### config.mk
export PLATFORM = sky130hd
export DESIGN_NAME = pipe_fwd_sel
export DESIGN_NICKNAME = d
export VERILOG_FILES = /design/src/rtl/pipe_pkg.sv /design/src/rtl/fwd_cmp.sv /design/src/rtl/pipe_fwd_sel.sv
export SDC_FILE = /design/constraint.sdc
export NUM_CORES = 1
export LEC_CHECK = 0
export ABC_AREA = 1
export BUFFER_PORTS_ARGS = -buffer_cell sky130_fd_sc_hd__buf_4
export CORE_ASPECT_RATIO = 1.5
export CORE_UTILIZATION = 45
export DETAILED_ROUTE_END_ITERATION = 10
export GPL_TIMING_DRIVEN = 0
export PLACE_DENSITY = 0.75
export SETUP_SLACK_MARGIN = 0.4
export SKIP_LAST_GASP = 1
export SYNTH_ARGS = -nofsm -noshare
export SYNTH_HDL_FRONTEND = slang
export SYNTH_SLANG_ARGS = --single-unit
### constraint.sdc
create_clock -name clk -period 3.69 [get_ports clk]
set_input_delay 0.369 -clock clk [delete_from_list [all_inputs] [get_ports clk]]
set_output_delay 0.369 -clock clk [all_outputs]
set_load 0.1 [all_outputs]
### src/rtl/pipe_pkg.sv
// Shared definitions for the operand-forwarding slice.
//   fwd_sel_e  : per-port operand source chosen in ID, applied in EX.
//   dst_mode_e : encoding of the ID destination-select field.
//   LINK_IDX   : link-register index (all ones, cast down to the index width).
package pipe_pkg;

  typedef enum logic [1:0] {
    FWD_RF     = 2'd0,  // register-file data latched in ID
    FWD_RF_BYP = 2'd1,  // WB result captured in ID (RF write not yet visible)
    FWD_MEM    = 2'd2,  // live MEM-stage result in EX
    FWD_WB     = 2'd3   // live WB-stage result in EX
  } fwd_sel_e;

  typedef enum logic [1:0] {
    DST_RT   = 2'd0,
    DST_RD   = 2'd1,
    DST_LINK = 2'd2,
    DST_NONE = 2'd3
  } dst_mode_e;

  localparam logic [31:0] LINK_IDX = '1;

endpackage

### src/rtl/fwd_cmp.sv
// Forward-select comparator for one read port.
//   src            : ID source register index
//   ex_/mem_/wb_rw : destination index held in each shadow stage
//   ex_/mem_/wb_wen: write enable held in each shadow stage
//   sel            : select code the operand will use once it reaches EX
// The youngest matching stage wins. A stage tag with wen=1 never carries
// index 0, so a zero source can never match and always yields FWD_RF.
module fwd_cmp
  import pipe_pkg::*;
#(
  parameter int unsigned AW = 5
) (
  input  logic [AW-1:0] src,
  input  logic [AW-1:0] ex_rw,
  input  logic          ex_wen,
  input  logic [AW-1:0] mem_rw,
  input  logic          mem_wen,
  input  logic [AW-1:0] wb_rw,
  input  logic          wb_wen,
  output fwd_sel_e      sel
);

  always_comb begin
    sel = FWD_RF;
    if (ex_wen && ex_rw == src)        sel = FWD_MEM;
    else if (mem_wen && mem_rw == src) sel = FWD_WB;
    else if (wb_wen && wb_rw == src)   sel = FWD_RF_BYP;
  end

endmodule

### src/rtl/pipe_fwd_sel.sv
// Load-use stall detection and EX operand forwarding for a 5-stage pipe.
// Ports:
//   clk, rst_n                 : clock, asynchronous active-low reset
//   id_valid, id_syscall       : ID holds an instruction / syscall source override
//   id_rs, id_rt, id_rd        : ID register fields
//   id_src_rt                  : port 0 reads rt instead of rs
//   id_dst_mode                : 0=rt, 1=rd, 2=link, 3=none
//   id_is_load                 : ID instruction is a load
//   rf_rdata                   : register-file read data, port p at [p*XLEN +: XLEN]
//   ex_/mem_/wb_result         : stage results
//   stall                      : freeze PC/IF/ID, inject EX bubble (combinational)
//   ex_opnd                    : forwarded EX operands, port p at [p*XLEN +: XLEN]
//   ex_rw, ex_wen              : EX destination index / write enable
//   stall_cnt                  : saturating count of load-use stall cycles
module pipe_fwd_sel
  import pipe_pkg::*;
#(
  parameter int unsigned XLEN   = 32,
  parameter int unsigned AW     = 5,
  parameter int unsigned NPORT  = 2,
  parameter int unsigned SYS_R0 = 2,
  parameter int unsigned SYS_R1 = 4,
  parameter int unsigned CNTW   = 16
) (
  input  logic                  clk,
  input  logic                  rst_n,
  input  logic                  id_valid,
  input  logic                  id_syscall,
  input  logic [AW-1:0]         id_rs,
  input  logic [AW-1:0]         id_rt,
  input  logic [AW-1:0]         id_rd,
  input  logic                  id_src_rt,
  input  logic [1:0]            id_dst_mode,
  input  logic                  id_is_load,
  input  logic [NPORT*XLEN-1:0] rf_rdata,
  input  logic [XLEN-1:0]       ex_result,
  input  logic [XLEN-1:0]       mem_result,
  input  logic [XLEN-1:0]       wb_result,
  output logic                  stall,
  output logic [NPORT*XLEN-1:0] ex_opnd,
  output logic [AW-1:0]         ex_rw,
  output logic                  ex_wen,
  output logic [CNTW-1:0]       stall_cnt
);

  logic [AW-1:0]   src    [NPORT];
  fwd_sel_e        sel_id [NPORT];
  fwd_sel_e        sel_q  [NPORT];
  logic [XLEN-1:0] base_q [NPORT];

  logic [AW-1:0] dst_rw;
  logic          dst_wen;
  logic          load_hit;

  // Shadow stages. is_load only matters in EX (a load in MEM or WB forwards
  // normally), so the older stages keep just {rw, wen}.
  logic [AW-1:0] ex_rw_q, mem_rw_q, wb_rw_q;
  logic          ex_wen_q, mem_wen_q, wb_wen_q;
  logic          ex_load_q;

  // ex_result is produced by the instruction currently in EX; consumers of it
  // see it one cycle later as mem_result, so it is never muxed here.
  logic unused_ex_result;
  assign unused_ex_result = ^ex_result;

  // Source indices per port.
  always_comb begin
    for (int unsigned p = 0; p < NPORT; p++) src[p] = id_rt;
    if (id_syscall) begin
      src[0] = AW'(SYS_R0);
      src[1] = AW'(SYS_R1);
    end else begin
      src[0] = id_src_rt ? id_rt : id_rs;
    end
  end

  // Destination index and write enable.
  always_comb begin
    dst_rw = '0;
    case (dst_mode_e'(id_dst_mode))
      DST_RT:   dst_rw = id_rt;
      DST_RD:   dst_rw = id_rd;
      DST_LINK: dst_rw = AW'(LINK_IDX);
      default:  dst_rw = '0;
    endcase
    dst_wen = id_valid && (dst_mode_e'(id_dst_mode) != DST_NONE) && (dst_rw != '0);
  end

  // Load-use hazard: the load in EX has no result until it reaches MEM.
  always_comb begin
    load_hit = 1'b0;
    for (int unsigned p = 0; p < NPORT; p++)
      if (src[p] != '0 && src[p] == ex_rw_q) load_hit = 1'b1;
  end

  assign stall = id_valid && ex_load_q && ex_wen_q && load_hit;

  for (genvar p = 0; p < NPORT; p++) begin : g_port
    fwd_cmp #(.AW(AW)) u_cmp (
      .src     (src[p]),
      .ex_rw   (ex_rw_q),
      .ex_wen  (ex_wen_q),
      .mem_rw  (mem_rw_q),
      .mem_wen (mem_wen_q),
      .wb_rw   (wb_rw_q),
      .wb_wen  (wb_wen_q),
      .sel     (sel_id[p])
    );
  end

  // Shadow stages: MEM and WB always advance; EX takes a bubble on stall.
  always_ff @(posedge clk or negedge rst_n) begin
    if (!rst_n) begin
      ex_rw_q   <= '0;
      ex_wen_q  <= 1'b0;
      ex_load_q <= 1'b0;
      mem_rw_q  <= '0;
      mem_wen_q <= 1'b0;
      wb_rw_q   <= '0;
      wb_wen_q  <= 1'b0;
    end else begin
      mem_rw_q  <= ex_rw_q;
      mem_wen_q <= ex_wen_q;
      wb_rw_q   <= mem_rw_q;
      wb_wen_q  <= mem_wen_q;
      if (stall) begin
        ex_rw_q   <= '0;
        ex_wen_q  <= 1'b0;
        ex_load_q <= 1'b0;
      end else begin
        ex_rw_q   <= dst_rw;
        ex_wen_q  <= dst_wen;
        ex_load_q <= id_valid && id_is_load;
      end
    end
  end

  // Select codes and operand bases. RF_BYP latches wb_result now because the
  // WB write lands in the register file too late for rf_rdata this cycle.
  always_ff @(posedge clk or negedge rst_n) begin
    if (!rst_n) begin
      for (int unsigned p = 0; p < NPORT; p++) begin
        sel_q[p]  <= FWD_RF;
        base_q[p] <= '0;
      end
    end else if (stall) begin
      for (int unsigned p = 0; p < NPORT; p++) begin
        sel_q[p]  <= FWD_RF;
        base_q[p] <= '0;
      end
    end else begin
      for (int unsigned p = 0; p < NPORT; p++) begin
        sel_q[p] <= sel_id[p];
        if (src[p] == '0)                base_q[p] <= '0;
        else if (sel_id[p] == FWD_RF_BYP) base_q[p] <= wb_result;
        else                             base_q[p] <= rf_rdata[p*XLEN +: XLEN];
      end
    end
  end

  // EX operand mux.
  always_comb begin
    ex_opnd = '0;
    for (int unsigned p = 0; p < NPORT; p++) begin
      case (sel_q[p])
        FWD_MEM: ex_opnd[p*XLEN +: XLEN] = mem_result;
        FWD_WB:  ex_opnd[p*XLEN +: XLEN] = wb_result;
        default: ex_opnd[p*XLEN +: XLEN] = base_q[p];
      endcase
    end
  end

  always_ff @(posedge clk or negedge rst_n) begin
    if (!rst_n)                       stall_cnt <= '0;
    else if (stall && stall_cnt != '1) stall_cnt <= stall_cnt + 1'b1;
  end

  assign ex_rw  = ex_rw_q;
  assign ex_wen = ex_wen_q;

endmodule

==> results.tsv, run 1 <==
metric	value	unit
Pre-antenna DRT Iters	5	
Final Hold Vio Count	0	
Register-to-Register Path Depth	10	
Detail Placement HPWL	20900	um
PortBufs	236	
Syn Area/Cell	6.93	sq um
Worst EP arrival	2420	ps
CP Launch Type	primary input	
Worst-Margin Slew	614	ps
status	complete, no violations	
htree depth	3	
drt drc	0	
post-CTS sizing	0	
Die Y	152	um
worst reg2reg startpoint	stall_cnt[0]$_DFFE_PN0P_	
global placer's final weighted congestion	0.947	
clk_lat worst skew	350	ps
RSZ-0062 raised after global routing	no	
Design Power	3.69	mW
r2r setup slk	1550	ps
Synth Net Count	1164	
Layout Nets	1413	
synthesized area	6790	sq um
sequential area share after synthesis	37.9	%
synth unique cells	33	
top cells by area, synth	dfrtp_1 38%, nand2_1 17%, inv_1 7.8%, o211ai_1 7.1%, nand4_1 6.7%	
CP endpoint kind	output pin	
grt total ovfl	0	
CTS tree	done	
initial core utilization	46.3	%
Tmin final	2790	ps
Vias/cell	5.47	
Core Area	14700	sq um
final WL	26800	um
final worst path period share	75.7	%
clock sinks	103	
first-pass GRT wire length	40400	um
Final Setup Violations	0	
1st-iter DRT viols	468	
# Max-Cap Violations	0	
worst vdd ir	0.000240	V
vias in the first global route	7559	
skew final	9.63	ps
hold crit path type	in -> reg	
cell row count	54	
Fmax achieved	0.358	GHz
critical path class	in -> out	
via count	7826	
die width	102	um
Reg2Reg Capture Point	stall_cnt[6]$_DFFE_PN0P_	
post-synth top area share	37.9	%
crit-path max FO	10	
io pins	270	
Layout Utilization	62.5	%
initial antenna violation count	0	
final hold slack	255	ps
setup TNS	0	ps
worst relative slew slack	59.1	%
PD cells	403	nW/um^2
WP data required	3320	ps
Worst-path clk slew	70	ps
CTS Buf Count	9	
share of cells above drive strength 1	24.6	%
Pleak	4.88	nW
clk buf depth	2	
area delta synth->final	35.0	%
crit path to	stall	
WL/cell	18.8	um
CTS root buf	clkbuf_16	
pin count of the biggest net entering global routing	104	
Max Slew Vio Count	0	
cell taking the most area after synthesis	dfrtp_1	
Synth Instances	980	
#FFs+latches synth	103	
crit path from	id_syscall	
Yosys warning count	0	
n_diodes	0	
Final ANT Viol Nets	0	
die area	15600	sq um
GRT Overall Usage	35.0	%
## through the flow
step / std cells / worst slack (ps) / area [sq um]
after floorplan: 980 / 935 / 6790
after global placement: 1412 / 907 / 8810
after detailed placement: 1412 / 883 / 8810
after CTS: 1428 / 852 / 9130
after global routing: 1430 / 744 / 9170
final: 1430 / 896 / 9170
## registers in the layout (all words and copies together), names as in the netlist
register / count
mem_rw_q: 5
sel_q: 4
mem_wen_q: 1
wb_wen_q: 1
stall_cnt: 16
base_q: 64
wb_rw_q: 5
ex_load_q: 1
ex_rw: 5
ex_wen: 1
## what timing repair did
action	in CTS	in global routing
hold buffers	0	1
buffers inserted	0	0
hold endpoints to repair	0	4
## layout by cell type (no fill, tap or decap), types with 2 or more instances in the layout
| cell | n |
|---|---|
| a21oi_1 | 39 |
| buf_1 | 6 |
| buf_2 | 16 |
| buf_4 | 241 |
| buf_6 | 7 |
| bufinv_16 | 2 |
| clkbuf_1 | 24 |
| clkbuf_16 | 9 |
| dfrtp_1 | 103 |
| inv_1 | 141 |
| inv_2 | 3 |
| inv_6 | 2 |
| nand2_1 | 301 |
| nand2_2 | 4 |
| nand3_1 | 58 |
| nand3_2 | 6 |
| nand3b_1 | 2 |
| nand4_1 | 73 |
| nor2_1 | 62 |
| nor2_4 | 2 |
| nor3_1 | 7 |
| nor3_2 | 2 |
| o211ai_1 | 64 |
| o21ai_0 | 23 |
| xnor2_1 | 6 |
| xor2_1 | 17 |
## routing by layer
| layer | vias to the layer above | part of all wire, % | wire, um | GRT usage, % |
|---|---|---|---|---|
| met4 | 0 | 8.2 | 2210 | 24.9 |
| met1 | 3614 | 34 | 9050 | 38.4 |
| met5 | - | 0 | 0 | 0 |
| li1 | 3682 | - | - | - |
| met2 | 428 | 48 | 12900 | 58.1 |
| met3 | 102 | 9.9 | 2650 | 8.30 |
## worst min-delay path by stage
stage	depth (start not counted)	slack, ps	from	to
final	3	250	id_is_load	ex_load_q$_DFF_PN0_
after detailed placement	0	390	mem_wen_q$_DFF_PN0_	wb_wen_q$_DFF_PN0_
after global routing	3	260	id_is_load	ex_load_q$_DFF_PN0_
after global placement	0	380	mem_wen_q$_DFF_PN0_	wb_wen_q$_DFF_PN0_
after CTS	3	250	id_is_load	ex_load_q$_DFF_PN0_
after floorplan	0	70	rst_n	base_q[0]$_DFF_PN0_
## cell usage after synthesis, drive strengths merged
master,n
o2111ai,1
nor3,9
nor2,64
and3,1
inv,145
o21ai,23
ha,1
clkbuf,24
or2,1
nand2,306
nand4,74
a21oi,39
nand3b,2
xor2,17
o211ai,64
dfrtp,103
buf,34
o21a,1
nand3,65
xnor2,6
## cell type report
| cell class | count | area [sq um] |
|---|---|---|
| sequential | 103 | 2580 |
| tap | 196 | 245 |
| clock inverter | 6 | 90.1 |
| timing repair buffer | 238 | 1810 |
| clock buffer | 10 | 229 |
| inverter | 145 | 547 |
| buffer | 58 | 307 |
| multi-input combinational | 674 | 3360 |
| fill | 1404 | 5490 |
## critical path, stage by stage
cell and delay (ps):
buf_4 120, inv_2 140, buf_6 180, nand2_2 90
inv_2 90, nand2_1 50, a21oi_1 250, nand3_1 170
nand2_2 140, nand2_4 120, inv_2 90, buf_2 260
buf_4 350
## power breakdown
| part | internal (mW) | switching, mW | total (mW) |
|---|---|---|---|
| Clock | 0.600 | 0.454 | 1.05 |
| Sequential | 1.20 | 0.0372 | 1.24 |
| Combinational | 0.357 | 1.04 | 1.40 |
## cell families (layout without fill, tap and decap cells)
group           Yosys count  in the layout  synth area share, %
compound gates          128            128                 11.9
xor+xnor                 23             23                 2.97
fa+ha+maj                 1              1                0.184
buf+inv                 203            457                 12.6
flops                   103            103                 37.9
simple gates            522            522                 34.5
No activity file was read; power rests on OpenSTA's default activity.
==> inputs of run 2 (changes only) <==
==> constraint.sdc (replaced) <==
create_clock -name clk -period 2.85 [get_ports clk]
set_input_delay 0.285 -clock clk [delete_from_list [all_inputs] [get_ports clk]]
set_output_delay 0.285 -clock clk [all_outputs]
set_load 0.1 [all_outputs]
==> run 2 against run 1 <==
  * Clock skew about the same
  * Cell area up 0.11%
  * Sequential share of layout area grew 0.051 points
  * Combinational power is 30% higher
  * Largest cell class unchanged
==> results.tsv, run 2 (synthesis results as in run 1) <==
metric	value	unit
status	complete, no violations	
final WL	27500	um
slowest stage delay, CP	370	ps
GRT Overall Usage	35.5	%
Die Y	152	um
# Max-Cap Violations	0	
top flop regs	base_q x64, stall_cnt x16	
CTS Buf Count	9	
Pre-antenna DRT Iters	6	
area delta synth->final	35.1	%
hold crit path type	in -> reg	
CP Launch Type	flip-flop	
setup TNS	0	ps
first-pass GRT wire length	40400	um
Worst EP arrival	2060	ps
CTS tree	done	
CP endpoint kind	output pin	
cells along the critical path	inv_1 > nor2_1 > clkbuf_2 > nand2_1 > o211ai_1 > buf_4	
initial core utilization	46.3	%
Final Hold Vio Count	0	
commonest non-fill, non-tap cell in the layout	nand2_1	
WL/cell	19.2	um
Seq. cell area	2580	sq um
1st-iter DRT viols	529	
clk_lat worst skew	360	ps
Fmax achieved	0.427	GHz
Pleak	4.88	nW
CP max stage cell	buf_4	
cell row count	54	
Detail Placement HPWL	21200	um
Final ANT Viol Nets	0	
Multi-input gate area	3370	sq um
grt total ovfl	0	
Largest Register	base_q	
final worst path period share	82.2	%
worst vdd ir	0.000408	V
Design Power	4.70	mW
via count	7898	
share of cells above drive strength 1	25.5	%
CP Buf/Inv Count	3	
Core Area	14700	sq um
Worst-path clk slew	60	ps
WP data required	2570	ps
n_diodes	0	
commonest non-fill, non-tap cells in the layout	301 x nand2_1, 240 x buf_4, 141 x inv_1	
die width	102	um
clk buf depth	2	
delay-heaviest family, CP	buffers and inverters	
htree depth	3	
Max Slew Vio Count	0	
skew final	9.41	ps
Worst-Margin Slew	591	ps
pin count of the biggest net entering global routing	104	
# fillers	1394	
Final Setup Violations	0	
drt drc	0	
PD cells	512	nW/um^2
worst relative slew slack	60.6	%
critical path class	reg -> out	
crit-path max FO	10	
vias in the first global route	7493	
initial antenna violation count	0	
io pins	270	
Cells after DPL	1412	
global placer's final weighted congestion	0.978	
Largest register FFs	64	
Layout Nets	1413	
r2r setup slk	820	ps
post-CTS setup buffers	0	
CTS root buf	clkbuf_16	
Vias/cell	5.52	
RSZ-0062 raised after global routing	no	
Post-Layout Cell Count	1430	
die area	15600	sq um
Tmin final	2340	ps
clock sinks	103	
PortBufs	236	
run 2: cell types whose count changed in the layout (fill, tap and decap cells not counted), sizes merged:
cell      delta
clkinv       +1
bufinv       -1
clkbuf       +1
inv          -2
clkinvlp     +1
run 2: through the flow:
stage	hold slack, ps	area (sq um)	utilization [%]	setup WS [ps]
after floorplan	-10.6	6800	-	423
after global placement	373	8820	60.1	233
after detailed placement	383	8820	60.1	240
after CTS	163	9120	62.2	374
after global routing	169	9180	62.6	408
final	165	9180	62.6	507
run 2: final timing paths:
kind                                     startpoint                  endpoint  cells past startpoint
max in group asynchronous                     rst_n  stall_cnt[1]$_DFFE_PN0P_                      3
min in group asynchronous                     rst_n      base_q[35]$_DFF_PN0_                      2
min                                      id_is_load       ex_load_q$_DFF_PN0_                      3
min reg2reg                     mem_wen_q$_DFF_PN0_        wb_wen_q$_DFF_PN0_                      0
max                              sel_q[3]$_DFF_PN0_               ex_opnd[22]                      6
max reg2reg                stall_cnt[0]$_DFFE_PN0P_  stall_cnt[2]$_DFFE_PN0P_                     10
run 2: worst register-to-register path: cells and delay by family, from the launching register on:
kind / cells / cell delay (ps)
fa+ha+maj: 1 / 240
compound gates: 1 / 90
simple gates: 7 / 960
buf+inv: 1 / 230
flops: 1 / 420
run 2: timing repair:
item                                    in CTS  in global routing
hold endpoints to repair                     0                  5
endpoints found under the setup margin       7                 24
hold buffers                                 0                  1
resized for setup                            5                 11
pin swaps                                    0                  1
run 2: final cells by class:
| class | count | area share (%) |
|---|---|---|
| timing repair buffer | 238 | 19.9 |
| tap | 196 | 2.67 |
| clock buffer | 11 | 2.54 |
| multi-input combinational | 674 | 36.7 |
| sequential | 103 | 28.2 |
| buffer | 58 | 3.49 |
| inverter | 145 | 5.96 |
| clock inverter | 5 | 0.641 |
run 2: where the power goes:
part,internal [mW],leakage [nW],switching [mW]
Combinational,0.463,3.50,1.36
Sequential,1.56,1.25,0.0530
Clock,0.683,0.136,0.583
run 2: metal layers:
layer | vias up | part of all wire (%) | global-route usage, %
li1 | 3682 | - | -
met1 | 3648 | 33 | 38.3
met2 | 459 | 48 | 58.6
met3 | 109 | 10 | 8.72
met4 | 0 | 8.2 | 26.4
met5 | - | 0 | 0
